[src/rtl/rvm_adder_result_buffer.sv]
// Two-entry skid buffer behind the 32-bit add/sub unit: registers each result
// with its tag and the compare/status flags derived at capture time.
module rvm_adder_result_buffer #(
    parameter int         TAG_W  = 5,
    parameter logic [2:0] OP_ADD = 3'd1,
    parameter logic [2:0] OP_SUB = 3'd2
) (
    input  logic             clk,
    input  logic             resetn,
    input  logic             flush,
    input  logic             in_valid,
    output logic             in_ready,
    input  logic [2:0]       in_op,
    input  logic             in_lhs_msb,
    input  logic             in_rhs_msb,
    input  logic [32:0]      in_result,
    input  logic [TAG_W-1:0] in_tag,
    output logic             out_valid,
    input  logic             out_ready,
    output logic [31:0]      out_result,
    output logic [TAG_W-1:0] out_tag,
    output logic             out_zero,
    output logic             out_neg,
    output logic             out_carry,
    output logic             out_ovf,
    output logic             out_lt,
    output logic             out_ltu
);

    typedef struct packed {
        logic [31:0]      result;
        logic [TAG_W-1:0] tag;
        logic             zero;
        logic             neg;
        logic             carry;
        logic             ovf;
        logic             lt;
        logic             ltu;
    } entry_t;

    entry_t     slot [2];
    entry_t     new_entry;
    entry_t     head;
    logic [1:0] count;
    logic       wr_ptr;
    logic       rd_ptr;
    logic       push;
    logic       pop;
    logic       ovf_add;
    logic       ovf_sub;

    assign in_ready  = (count != 2'd2);
    assign out_valid = (count != 2'd0);
    assign push      = in_valid && in_ready;
    assign pop       = out_valid && out_ready;

    assign ovf_add = (in_lhs_msb == in_rhs_msb) && (in_result[31] != in_lhs_msb);
    assign ovf_sub = (in_lhs_msb != in_rhs_msb) && (in_result[31] != in_lhs_msb);

    // Unknown op codes still store the result but carry no flags at all.
    always_comb begin
        new_entry        = '0;
        new_entry.result = in_result[31:0];
        new_entry.tag    = in_tag;
        if (in_op == OP_ADD || in_op == OP_SUB) begin
            new_entry.zero  = (in_result[31:0] == 32'd0);
            new_entry.neg   = in_result[31];
            new_entry.carry = in_result[32];
        end
        if (in_op == OP_ADD) begin
            new_entry.ovf = ovf_add;
        end else if (in_op == OP_SUB) begin
            new_entry.ovf = ovf_sub;
            new_entry.lt  = in_result[31] ^ ovf_sub;
            new_entry.ltu = in_result[32];
        end
    end

    always_ff @(posedge clk or negedge resetn) begin
        if (!resetn) begin
            count  <= 2'd0;
            wr_ptr <= 1'b0;
            rd_ptr <= 1'b0;
            for (int i = 0; i < 2; i++) slot[i] <= '0;
        end else if (flush) begin
            count  <= 2'd0;
            wr_ptr <= 1'b0;
            rd_ptr <= 1'b0;
        end else begin
            if (push) begin
                slot[wr_ptr] <= new_entry;
                wr_ptr       <= ~wr_ptr;
            end
            if (pop) rd_ptr <= ~rd_ptr;
            case ({push, pop})
                2'b10:   count <= count + 2'd1;
                2'b01:   count <= count - 2'd1;
                default: count <= count;
            endcase
        end
    end

    assign head       = slot[rd_ptr];
    assign out_result = head.result;
    assign out_tag    = head.tag;
    assign out_zero   = head.zero;
    assign out_neg    = head.neg;
    assign out_carry  = head.carry;
    assign out_ovf    = head.ovf;
    assign out_lt     = head.lt;
    assign out_ltu    = head.ltu;

endmodule

[config.mk]
export PLATFORM = sky130hd
export DESIGN_NAME = rvm_adder_result_buffer
export DESIGN_NICKNAME = d
export VERILOG_FILES = /design/src/rtl/rvm_adder_result_buffer.sv
export SDC_FILE = /design/constraint.sdc
export NUM_CORES = 1
export LEC_CHECK = 0
export ABC_CLOCK_PERIOD_IN_PS = 1800
export BUFFER_PORTS_ARGS = -buffer_cell sky130_fd_sc_hd__buf_2
export CAP_MARGIN = 20
export CORE_UTILIZATION = 35
export DETAILED_ROUTE_END_ITERATION = 10
export HOLD_SLACK_MARGIN = 0.02
export MAX_ROUTING_LAYER = met4
export PLACE_DENSITY_LB_ADDON = 0.25
export SKIP_CTS_REPAIR_TIMING = 1
export SLEW_MARGIN = 10
export SYNTH_ARGS = -nofsm -noshare
export SYNTH_HDL_FRONTEND = slang
export SYNTH_SLANG_ARGS = --single-unit
[constraint.sdc]
create_clock -name clk -period 1.8 [get_ports clk]
set_clock_uncertainty 0.05 [all_clocks]
set_input_delay 0.36 -clock clk [delete_from_list [all_inputs] [get_ports clk]]
set_output_delay 0.36 -clock clk [all_outputs]
set_load 0.02 [all_outputs]
==> out/results.ini <==
[logic_synthesis]
yosysSeqAreaShare = 0.542
synth.distinct_cells = 34
synth_common_cells = mux2_2 (107), dfrtp_1 (90), nand2_1 (16), buf_2 (12), mux2_4 (10)
synth_most_common_cell = mux2_2
async_reset_ff_frac = 1.00
syn_nets = 344
avgSynthCellArea_um2 = 14.0
yosys_warnings = 0
synth_seq_cells = 90
synth-edff-count = 0
synth_top_area_cell = dfrtp_1
synthFlopType = dfrtp_1
synth_top_area_share = 0.542
synthCells = 296
synth_area_mm2 = 0.00416
synth.top_cells.by_area = dfrtp_1 (54%), mux2_2 (29%), mux2_4 (3.6%)

[power]
p_leak_nw = 2.42
p_total_mw = 6.29
pwr_density_cell_mw_per_mm2 = 1200
ir_drop_uv = 424

[timing]
slew_headroom = 0.675
min_period_ns = 1.91
setup_viol = 43
finalCritPeriodShare = 1.06
clock.fmax_ghz = 0.522
slew_violations = 0
grt_setup_unrepaired = yes
tightest_slew_ns = 0.487
timing_hold_violations_final = 0
layout_setup_ws_ns = -0.114

[cts]
cts_sinks = 90
path_clk_slew_ns = 0.06
cts_tree = built
cts_made_buffers = 9
htreeDepth = 3
clock_path_buffers = 2
clock_latency_ns = 0.34
root_buffer = clkbuf_16

[die]
die_y_um = 111
rows = 39
ios = 93
die_w_um = 111
floorplan.initialDensity = 0.361
dieArea_mm2 = 0.0123
core-area_mm2 = 0.0115

[grt]
grt_usage = 0.160
grt_busiest_layer = met2
antenna_found_initial = 0
grtUsageMet3 = 0.0323
met1_usage = 0.209
grt_pass1_vias = 2758
grt_pass1_wl_um = 14600
met2_usage = 0.240
overflow = 0
grt_start_max_net_pins = 43

[route]
drtIter0Drc = 85
vias_per_cell = 4.86
wl_um = 8870
first_pass_iters = 7
avgRoutedWirePerCell_um = 16.2
vias = 2658
remaining_drc_errors = 12
ant_nets = 0

[critical_path]
critPathKind = reg -> out
required_ns = 1.39
cp_top_family = flip-flops
crit_chain = buf_12 > mux2_2 > buf_2
worstPathArrival_ns = 1.50
crit_path_end_kind = output pin
slowest_delay_ns = 0.45
ff2ff_setup_slack_ns = 0.25
worstPathMaxFanout = 18
cp_num_buf_inv = 2
crit_slowest_cell = dfrtp_2
critPathLaunchType = register

[final_layout]
layout.nets = 447
area_growth_pct = 26.4
antennaDiodeCount = 0
final_util = 0.456
fill_cells = 1067
multi_input_area_mm2 = 0.00183
drive_gt1_frac = 0.606
final-seq-area_mm2 = 0.00225
final_cells = 547

[status]
violations = DRC, setup timing
status = finished with violations

[run]
maxCapViolations = 0

[placed_design]
gp_congestion = 0.751
dp_cells = 528
numPortBuffers = 92
hpwl_um = 5950

[hold_path]
hold_class = in -> reg

-- logic make-up after synthesis --
logic type | share of synthesized area
mux | 0.328
fa+ha+maj | 0.00241
buf+inv | 0.0226
simple gates | 0.0716
compound gates | 0.0289
xor+xnor | 0.00422
flops | 0.542
-- cell usage in the layout (no fill, tap or decap), types with 2 or more instances in the layout --
cell,synthesis,final
a21oi_1,4,4
buf_12,0,6
buf_2,12,83
buf_4,0,14
buf_6,2,3
clkbuf_1,2,2
clkbuf_16,0,10
clkbuf_8,0,3
clkinv_2,0,2
dfrtp_1,90,89
mux2_2,107,103
mux2_4,10,14
nand2_1,16,16
nand2b_1,3,3
nand4_1,2,2
nor2_1,8,8
nor2b_1,2,2
nor3b_1,2,2
nor4_1,8,8
o21ai_0,8,8
xor2_1,2,2
-- area by class of cell --
class / count / share of cell area
inverter: 1 / 0.000714
clock inverter: 2 / 0.00190
tap: 143 / 0.0340
clock buffer: 14 / 0.0521
multi-input combinational: 189 / 0.347
sequential: 90 / 0.429
timing repair buffer: 108 / 0.135
-- path summary, 6_finish.rpt --
kind                                              to                 start  cells past startpoint
worst max register to register  slot[27]$_DFFE_PN0P_  count[0]$_DFFE_PN0P_                      4
min in group asynchronous       slot[82]$_DFFE_PN0P_                resetn                      2
max in group asynchronous        slot[0]$_DFFE_PN0P_                resetn                      3
worst min-delay path            slot[10]$_DFFE_PN0P_             in_tag[4]                      2
worst min register to register   slot[3]$_DFFE_PN0P_   slot[3]$_DFFE_PN0P_                      2
worst max-delay path                  out_result[14]    rd_ptr$_DFFE_PN0P_                      3
-- layer usage --
layer	part of all wire	vias up
met5	0	-
met4	0.021	0
met3	0.039	13
met2	0.47	55
met1	0.47	1311
li1	-	1279
-- power by group --
group	internal (mW)	leakage (nW)	switching, mW
logic	0.939	1.18	0.796
clock network	1.05	0.143	0.742
registers	2.53	1.10	0.243
total	4.51	2.42	1.78
-- registers in the layout, indices dropped and copies added, names as in the netlist --
register	flops
wr_ptr	1
rd_ptr	1
count	2
slot	86
-- stage by stage --
step                      instance area (um^2)  setup TNS, ns  setup WS [ns]  hold slack [ns]
after detailed placement                  4880              0          0.106            0.310
final                                     5260          -3.79         -0.114            0.216
after CTS                                 5170          -3.92         -0.136          -0.0581
after global routing                      5260          -5.82         -0.154            0.208
after global placement                    4880              0          0.136            0.304
after floorplan                           4160              0          0.199           0.0144
No activity file was read; power rests on OpenSTA's default activity.
